### src/rtl/arb_req_agent_if.sv
// Requester-agent bundle: local job offer side plus the arbiter req/grant lane.
// Latency: n/a (wires only).
// Backpressure: job_valid/job_ready handshake on the job side; grant throttles beats.
//
// Signals:
//   job_valid, job_len, job_ready : job offer from local logic (push = valid & ready)
//   grant, req, beat              : arbiter lane; beat = req & grant
//   done, timeout_err             : per-job completion / abort pulses
//   pending, busy                 : queue occupancy and agent activity status
interface arb_req_agent_if #(
  parameter int DEPTH = 4,
  parameter int LEN_W = 4
);
  localparam int CNT_W = $clog2(DEPTH + 1);

  logic             job_valid;
  logic [LEN_W-1:0] job_len;
  logic             job_ready;
  logic             grant;
  logic             req;
  logic             beat;
  logic             done;
  logic             timeout_err;
  logic [CNT_W-1:0] pending;
  logic             busy;

  // master: the agent itself
  modport master (
    input  job_valid, job_len, grant,
    output job_ready, req, beat, done, timeout_err, pending, busy
  );

  // slave: local logic / arbiter model facing the agent
  modport slave (
    output job_valid, job_len, grant,
    input  job_ready, req, beat, done, timeout_err, pending, busy
  );
endinterface

### src/rtl/arb_req_agent.sv
// Requester-side arbiter agent: queues burst jobs, holds req until all beats are granted.
// Latency: job accepted at edge E0 pops at E1 (req=1 after E1); done/timeout_err coincide with the deciding cycle.
// Backpressure: job_ready drops when the queue holds DEPTH jobs (no bypass); a starved job aborts after TIMEOUT cycles.
//
// Ports:
//   clk, rst_n : rising-edge clock, asynchronous active-low reset
//   bus        : arb_req_agent_if.master (job offer, req/grant lane, done/timeout_err, pending/busy)
module arb_req_agent #(
  parameter int DEPTH   = 4,
  parameter int LEN_W   = 4,
  parameter int TIMEOUT = 15
) (
  input  logic              clk,
  input  logic              rst_n,
  arb_req_agent_if.master   bus
);

  localparam int PTR_W = $clog2(DEPTH);
  localparam int CNT_W = $clog2(DEPTH + 1);
  localparam int WD_W  = $clog2(TIMEOUT + 1);

  localparam logic [CNT_W-1:0] FULL_CNT = CNT_W'(DEPTH);
  localparam logic [WD_W-1:0]  WD_LIMIT = WD_W'(TIMEOUT - 1);

  typedef enum logic [1:0] {
    IDLE,
    REQ,
    GAP
  } state_t;

  // ---------------------------------------------------------------------------
  // Job queue
  // ---------------------------------------------------------------------------
  logic [LEN_W-1:0] mem [DEPTH];
  logic [PTR_W-1:0] wr_ptr;
  logic [PTR_W-1:0] rd_ptr;
  logic [CNT_W-1:0] count;

  state_t           state;
  logic             req_reg;
  logic [LEN_W-1:0] rem;
  logic [WD_W-1:0]  wdog;

  logic job_ready;
  logic push;
  logic pop;
  logic beat;

  // Ready comes straight from the registered count, so a pop in the same
  // cycle never opens a slot early.
  assign job_ready = (count != FULL_CNT);
  assign push      = bus.job_valid & job_ready;
  assign pop       = (state == IDLE) && (count != '0);

  // Storage has no reset: entries are only read when count says they are valid.
  always_ff @(posedge clk) begin
    if (push) begin
      mem[wr_ptr] <= bus.job_len;
    end
  end

  // DEPTH is a power of two, so pointers wrap naturally.
  always_ff @(posedge clk or negedge rst_n) begin
    if (!rst_n) begin
      wr_ptr <= '0;
      rd_ptr <= '0;
      count  <= '0;
    end else begin
      if (push) begin
        wr_ptr <= wr_ptr + PTR_W'(1);
      end
      if (pop) begin
        rd_ptr <= rd_ptr + PTR_W'(1);
      end
      case ({push, pop})
        2'b10:   count <= count + CNT_W'(1);
        2'b01:   count <= count - CNT_W'(1);
        default: count <= count;
      endcase
    end
  end

  // ---------------------------------------------------------------------------
  // Request FSM
  // ---------------------------------------------------------------------------
  // req_reg is high exactly while in REQ, so any grant seen in IDLE/GAP is a
  // stale registered grant from the arbiter and produces no beat.
  assign beat = req_reg & bus.grant;

  always_ff @(posedge clk or negedge rst_n) begin
    if (!rst_n) begin
      state   <= IDLE;
      req_reg <= 1'b0;
      rem     <= '0;
      wdog    <= '0;
    end else begin
      case (state)
        IDLE: begin
          if (pop) begin
            rem     <= mem[rd_ptr];
            wdog    <= '0;
            req_reg <= 1'b1;
            state   <= REQ;
          end
        end

        REQ: begin
          if (bus.grant) begin
            // A beat always beats the watchdog, even on the limit cycle.
            if (rem == '0) begin
              req_reg <= 1'b0;
              state   <= GAP;
            end else begin
              rem  <= rem - LEN_W'(1);
              wdog <= '0;
            end
          end else if (wdog == WD_LIMIT) begin
            // Abort: remaining beats are discarded.
            rem     <= '0;
            wdog    <= '0;
            req_reg <= 1'b0;
            state   <= GAP;
          end else begin
            // Covers preemption too: rem holds while the grant is withdrawn.
            wdog <= wdog + WD_W'(1);
          end
        end

        GAP: begin
          // One req-low cycle so the arbiter sees the release.
          state <= IDLE;
        end

        default: begin
          req_reg <= 1'b0;
          state   <= IDLE;
        end
      endcase
    end
  end

  // ---------------------------------------------------------------------------
  // Outputs
  // ---------------------------------------------------------------------------
  // done/timeout_err must line up with the deciding cycle itself, so they are
  // decoded from registered state and the live grant rather than registered.
  // They cannot overlap: one needs grant=1, the other grant=0.
  assign bus.req         = req_reg;
  assign bus.beat        = beat;
  assign bus.done        = beat && (rem == '0);
  assign bus.timeout_err = req_reg && !bus.grant && (wdog == WD_LIMIT);
  assign bus.job_ready   = job_ready;
  assign bus.pending     = count;
  assign bus.busy        = (state != IDLE);

`ifndef SYNTHESIS
  a_done_terr_excl : assert property (@(posedge clk) disable iff (!rst_n)
    !(bus.done && bus.timeout_err));
  a_req_in_req     : assert property (@(posedge clk) disable iff (!rst_n)
    req_reg == (state == REQ));
`endif

endmodule

### src/flat_wrapper.sv
// flat-port wrapper written by rule: the top's interface ports become plain ports
module arb_req_agent_flat 
#(
  parameter int DEPTH   = 4,
  parameter int LEN_W   = 4,
  parameter int TIMEOUT = 15
)
  (clk, rst_n, bus_job_valid, bus_job_len, bus_grant, bus_job_ready, bus_req, bus_beat, bus_done, bus_timeout_err, bus_pending, bus_busy);
  arb_req_agent_if #(.DEPTH(DEPTH), .LEN_W(LEN_W)) bus_i ();
  input  logic clk;
  input  logic rst_n;
  input wire logic [$bits(bus_i.job_valid)-1:0] bus_job_valid;
  input wire logic [$bits(bus_i.job_len)-1:0] bus_job_len;
  input wire logic [$bits(bus_i.grant)-1:0] bus_grant;
  output wire logic [$bits(bus_i.job_ready)-1:0] bus_job_ready;
  output wire logic [$bits(bus_i.req)-1:0] bus_req;
  output wire logic [$bits(bus_i.beat)-1:0] bus_beat;
  output wire logic [$bits(bus_i.done)-1:0] bus_done;
  output wire logic [$bits(bus_i.timeout_err)-1:0] bus_timeout_err;
  output wire logic [$bits(bus_i.pending)-1:0] bus_pending;
  output wire logic [$bits(bus_i.busy)-1:0] bus_busy;
  assign bus_i.job_valid = bus_job_valid;
  assign bus_i.job_len = bus_job_len;
  assign bus_i.grant = bus_grant;
  assign bus_job_ready = bus_i.job_ready;
  assign bus_req = bus_i.req;
  assign bus_beat = bus_i.beat;
  assign bus_done = bus_i.done;
  assign bus_timeout_err = bus_i.timeout_err;
  assign bus_pending = bus_i.pending;
  assign bus_busy = bus_i.busy;
  arb_req_agent #(.DEPTH(DEPTH), .LEN_W(LEN_W), .TIMEOUT(TIMEOUT)) u_core (.clk(clk), .rst_n(rst_n), .bus(bus_i));
endmodule
### config.mk
export PLATFORM = sky130hd
export DESIGN_NAME = arb_req_agent_flat
export DESIGN_NICKNAME = d
export VERILOG_FILES = /design/src/rtl/arb_req_agent_if.sv /design/src/rtl/arb_req_agent.sv /design/src/flat_wrapper.sv
export SDC_FILE = /design/constraint.sdc
export NUM_CORES = 1
export LEC_CHECK = 0
export ABC_AREA = 0
export CAP_MARGIN = 20
export CORE_ASPECT_RATIO = 2
export CORE_MARGIN = 2
export CORE_UTILIZATION = 45
export CTS_CLUSTER_DIAMETER = 60
export DETAILED_ROUTE_END_ITERATION = 10
export PLACE_DENSITY = 0.66
export SETUP_SLACK_MARGIN = 0.05
export SLEW_MARGIN = 20
export SYNTH_ARGS = -nofsm -noshare
export SYNTH_HDL_FRONTEND = slang
export SYNTH_SLANG_ARGS = --single-unit
### constraint.sdc
create_clock -name clk -period 3.45 [get_ports clk]
set_input_delay 0.69 -clock clk [delete_from_list [all_inputs] [get_ports clk]]
set_output_delay 0.69 -clock clk [all_outputs]
set_load 0.05 [all_outputs]
# After elaboration in Yosys (flattened, before gate mapping)
# Memories as Yosys holds them, arrays and structs flattened.
# Cells that the tools add are included.
# word_totals
ff_bits	18
ramBits	16
inputBits	8
mem_count	1
# memory_table
name	depth	word_bits	rd	rd_clocked_by_memory_dff	write_ports	line_no	rtl
u_core.mem	4	4	1	0	1	arb_req_agent.sv:34	logic [LEN_W-1:0] mem [DEPTH];
# classes
add_sub_neg	6
n_eq_ne	10
mux	23
n_bitwise	3
reduce_logical	15
# ops
operator	n
4-bit two-way mux	8
4-bit one-hot mux with 2 select lines	2
2-bit two-way mux	4
4-bit AND reduction	2
1-bit two-way mux	6
3-bit by 2-bit inequality test with 1-bit output, second input constant	2
3-bit inequality test, second input constant	2
3-bit one-hot mux with 2 select lines	1
3-bit AND reduction	2
2-bit nonzero test	3
2-bit by 1-bit adder with 2-bit output, second input constant	2
4-bit by 1-bit adder with 4-bit output, second input constant	1
2-bit by 1-bit equality test with 1-bit output, second input constant	2
2-bit equality test, second input constant	2
4-bit equality test, second input constant	1
1-bit logical AND	4
4-bit zero test	1
2-bit one-hot mux with 2 select lines	1
4-bit by 1-bit subtractor with 4-bit output, second input constant	1
3-bit by 1-bit adder with 3-bit output, second input constant	1
1-bit one-hot mux with 3 select lines	1
3-bit nonzero test	1
3-bit by 1-bit subtractor with 3-bit output, second input constant	1
1-bit bitwise AND	2
4 further kinds	4

# Longest topological paths before layout
# logic_depth
depth_word	4
ltp_mapped	10
mapped_depth_nobuf	10

# Worst setup path before layout
# OpenSTA, ideal clock, no wires.
# synth_timing
kind	register to register
from	reg u_core.count[2], in the netlist u_core.bus.pending[2]
to	reg u_core.count[2], in the netlist u_core.bus.pending[2]
setup_ns	0.082
t_arrival_ns	2.654
path_slack_ns	0.714
stages_incl_launch_ff	10
n_path_buf	0
path_cell_list	dfrtp_1 nand3_1 and2_1 inv_1 ha_1 inv_1 fa_1 xor2_1 nor2_1 xor2_1
# synth_via
elab_chain_cells	4
# synth_rtl
item	line_no	rtl
start: declaration	arb_req_agent.sv:37	logic [CNT_W-1:0] count;
start signal: assignment	arb_req_agent.sv:76	2'b10: count <= count + CNT_W'(1);
start signal: assignment	arb_req_agent.sv:77	2'b01: count <= count - CNT_W'(1);
start signal: assignment	arb_req_agent.sv:78	default: count <= count;
3-bit inequality test *	arb_req_agent.sv:51	assign job_ready = (count != FULL_CNT);
via bus_job_ready	flat_wrapper.sv:15	output wire logic [$bits(bus_i.job_ready)-1:0] bus_job_ready;
1-bit bitwise AND *	arb_req_agent.sv:52	assign push = bus.job_valid & job_ready;
2-bit by 1-bit equality test with 1-bit output / 2-bit equality test (equally long branches)	arb_req_agent.sv:75	case ({push, pop})
3-bit one-hot mux with 2 select lines / 2-bit nonzero test (equally long branches)	--	
# Mark *: on every way through the listed nets, which the timed path passes. The rest lies on a longest branch.
# A chain may end at the register's enable or synchronous reset.

# Worst setup path in the final report
# layout_timing
from	in bus_grant
to	out bus_done
# layout_via
elab_chain_cells	2
# layout_rtl
item	line_no	rtl
start: declaration	flat_wrapper.sv:14	input wire logic [$bits(bus_i.grant)-1:0] bus_grant;
1-bit bitwise AND	arb_req_agent.sv:88	assign beat = req_reg & bus.grant;
1-bit logical AND	arb_req_agent.sv:150	assign bus.done = beat && (rem == '0);
end: declaration	flat_wrapper.sv:18	output wire logic [$bits(bus_i.done)-1:0] bus_done;
# No other way between the ends.

==> impl.org <==
** Placed design
- In this run the tool buffered the top-level ports with 16 buffer cells.
- Global placement routability congestion :: just under 0.8
- Final HPWL DP :: about 2400 um

** GRT
- Global Route Usage Sum :: 0.166
- Wire length of the first global-routing pass :: between 4000 and 5000 um
- Entering global routing, the biggest net connects 19 pins.
- The initial antenna violation count was 0.
- Global routing finished with a remaining overflow of 0.
- Number of global-route vias before repair :: ~1,100

** Yosys
- Fraction of synthesized cell area taken by the top area cell type :: 0.289
- Proportion of synthesized chip area in sequential cells :: 0.559
- Yosys mapped a number of flops with a built-in enable equal to 16.
- The synthesized design spends more area on one cell type than any other, namely edfxtp_1.
- Main synth FF type :: dfrtp_1
- Post-synth design cell area :: 1660 sq um
- Yosys cell types :: 38
- Leading post-synthesis cells by cell area :: edfxtp_1 29%, dfrtp_1 27%, ha_1 6.8%
- Post-Synthesis Net Count :: 154
- After synthesis, the mean cell area works out to 12.2 sq um.
- Leading cell type by number of instances after synthesis :: dfrtp_1
- Synth warnings :: 0
- Commonest cells in the netlist :: 18 x dfrtp_1, 16 x edfxtp_1, 10 x inv_1, 9 x ha_1
- After synthesis, the share of flip-flops with an asynchronous set or reset is 0.529.
- Syn Inst Count :: 136
- Counting flops and latches in the post-synthesis netlist gives 34.

** CTS
- Master cell of the clock root buffer :: clkbuf_8
- TritonCTS built the clock tree.
- The clock net in this run drives a total of 34 sinks.
- Count of cells resized by post-cts repair :: 0
- At the later pin of the worst-skew pair, clock insertion delay measures 0.28 ns.
- Number of hold buffers added after cts :: 0
- The clock passes through at most 2 buffers.
- Setup bufs post-CTS :: 0
- TritonCTS created 5 clock buffers.
- Number of levels in the clock H-tree :: 2
- Reg clk slew, reported paths :: ~0.060 ns

** Floorplanning
- The floorplan step defined a die boundary enclosing 4230 sq um.
- For this configuration, the core starts out at a cell density of 0.466.
- Num ports :: 17
- Die height :: roughly 90 um
- Measured along the x axis, the die boundary spans approximately 47 um.
- Placement row count :: 31
- Area inside the core boundary :: 3570 sq um

** STA
- Post-Route Skew :: around 0.0052 ns
- Derived from the worst setup path, the maximum achievable clock frequency is 0.327 GHz.
- The smallest clock period supported by the final layout is computed as 3.06 ns.
- In the finished design, the share of the clock period the worst path needs comes to 0.888.
- RSZ-0062 raised after global routing :: no
- Setup total negative slack on the finished layout was measured at 0 ns.
- The total count of max-transition violations in the final report was 0.
- Worst slew margin relative to its limit :: 0.412
- For the pin with the worst max-slew slack, the measured transition is about 0.88 ns.
- The number of endpoints with negative hold slack in the final report was 0.
- Setup violations, final :: 0

** Layout
- Layout area overhead :: 17.6%
- Share of the core filled with cells :: 0.548
- The register with the most flip-flops in the layout has 16 of them.
- 0 antenna diodes ended up in the layout.
- Final Net Count :: 175
- The filler cells instantiated in the layout total between 300 and 400.
- Ranked by flip-flop count, first place goes to u_core.mem.
- In the final layout, the share of cells above drive strength 1 is 0.101.
- In the final layout, the registers with the most flip-flops are u_core.mem x16, u_core.rem x4, u_core.wdog x4.

** Route
- Dividing the detail-routed via count by the number of cells gives 5.26.
- Via count of the routed design :: between 1,000 and 1,500
- Met2 layer wire length in the routed design :: 1810 um
- For this block, wires on met1 add up to 1050 um.
- In this run the remaining antenna-violating nets after routing total 0.
- For this block, the routed nets add up to slightly above 3000 um of wire.
- The detailed router finished its first iteration with 11 violations.
- Met3 Routed Length :: about 74 um
- Signal routing reaches up to met4.
- Average wire per standard cell :: 14.7 um
- Number of design rule violations left after detail routing :: 0
- First-pass DRT Iterations :: 4

** Setup path
- STA classifies the critical path startpoint as a primary input.
- Walking the worst path, the cells encountered are clkdlybuf4s50_1, and2_1, and2_2, clkdlybuf4s50_1.
- Largest delay contributor family on the critical path :: buffers and inverters
- Critical path capture point type :: output port
- STA puts the critical path data required time at around 2.8 ns.
- Worst path buffer plus inverter count :: 2
- Critical Path Max Stage Delay :: 0.79 ns
- In this run the worst path has a maximum fanout of 8.
- By instance count, the cell type seen most on the critical path is clkdlybuf4s50_1.
- Among all stages on the critical path, the largest delay is contributed by clkdlybuf4s50_1.
- Crit path kind :: in2out
- At the worst endpoint, the arrival time is 2.37 ns.

** Outcome
- The flow ran to the end, and the final reports show no timing, DRC or antenna violations.

** Power and ir drop
- The worst-case IR drop observed on VDD is between 0.0006 and 0.0007 V.
- Power density relative to cell area :: 953 nW/um^2
- For this design the static power due to leakage is 0.809 nW.

** Min path
- In this run the worst hold path is classified as reg2reg.

** Flow run
- Max-cap violations in this run came to 0.
## final timing paths
check                                   endpoint  slack (ns)             from  cells past startpoint
min in group asynchronous         u_core.bus.req        0.90            rst_n                      1
setup / recovery                        bus_done        0.39        bus_grant                      4
setup reg to reg           u_core.bus.pending[2]        1.25  u_core.state[0]                      8
max in group asynchronous       u_core.wr_ptr[1]        2.00            rst_n                      1
hold / removal                    u_core.wdog[2]        0.50   u_core.wdog[2]                      1
hold reg to reg                   u_core.wdog[2]        0.50   u_core.wdog[2]                      1
## stage by stage
step	instances	setup WS, ns	instance area, sq um	hold WS [ns]	power (mW)
6_report	207	0.388	1960	0.500	1.86
5_1_grt	207	0.274	1960	0.535	2.00
4_1_cts	207	0.378	1960	0.506	1.89
3_5_place_dp	199	0.383	1880	0.497	1.61
3_3_place_gp	199	0.409	1880	0.481	1.57
2_1_floorplan	136	0.714	1660	0.394	1.36
## report_power, final
part / total, mW / internal (mW) / leakage [nW] / switching (mW)
Combinational: 0.878 / 0.378 / 0.396 / 0.500
Clock: 0.276 / 0.139 / 0.0426 / 0.138
Sequential: 0.710 / 0.568 / 0.370 / 0.142
## layer usage
layer,global-route usage,up-vias
met3,0.0422,11
met5,0,-
met4,0.0995,0
met1,0.159,529
met2,0.288,18
li1,-,531
## worst register-to-register path, delay by kind of cell (launching register included)
kind | cells | cell delay (ns)
buffers and inverters | 1 | 0.06
adders and majority gates | 2 | 0.62
DFF | 1 | 0.43
and+or+nand+nor | 3 | 0.72
xor gates and xnor gates | 2 | 0.30
## cell usage in the layout (no fill, tap or decap), types with 2 or more instances in the layout
master	synthesis	routed
nor3_1	3	3
edfxtp_1	16	16
clkbuf_8	0	5
xnor2_1	3	3
a21oi_1	2	2
nand3_1	3	3
mux2_2	5	5
dfrtp_1	18	18
o31ai_1	2	2
and2_1	2	2
inv_1	10	10
or3_1	4	4
nor3b_1	2	2
nor2_1	5	5
mux2i_1	7	7
xor2_1	3	3
and3_1	5	5
ha_1	9	9
nor2b_1	2	2
clkdlybuf4s50_1	0	16
nand2_1	8	8
o21ai_0	8	8
## cell families after synthesis
family          synth area share
flops                      0.559
xor+xnor                  0.0316
fa+ha+maj                 0.0797
mux                       0.0759
simple gates               0.144
buf+inv                   0.0286
compound gates            0.0812
## final cells by class
type / count / area, sq um / area share
sequential: 34 / 931 / 0.476
clock buffer: 6 / 72.6 / 0.0371
timing repair buffer: 16 / 160 / 0.0818
tap: 49 / 61.3 / 0.0313
inverter: 10 / 37.5 / 0.0192
multi-input combinational: 90 / 686 / 0.350
clock inverter: 2 / 8.76 / 0.00448
Note: power is estimated with default switching activity, not from simulation.
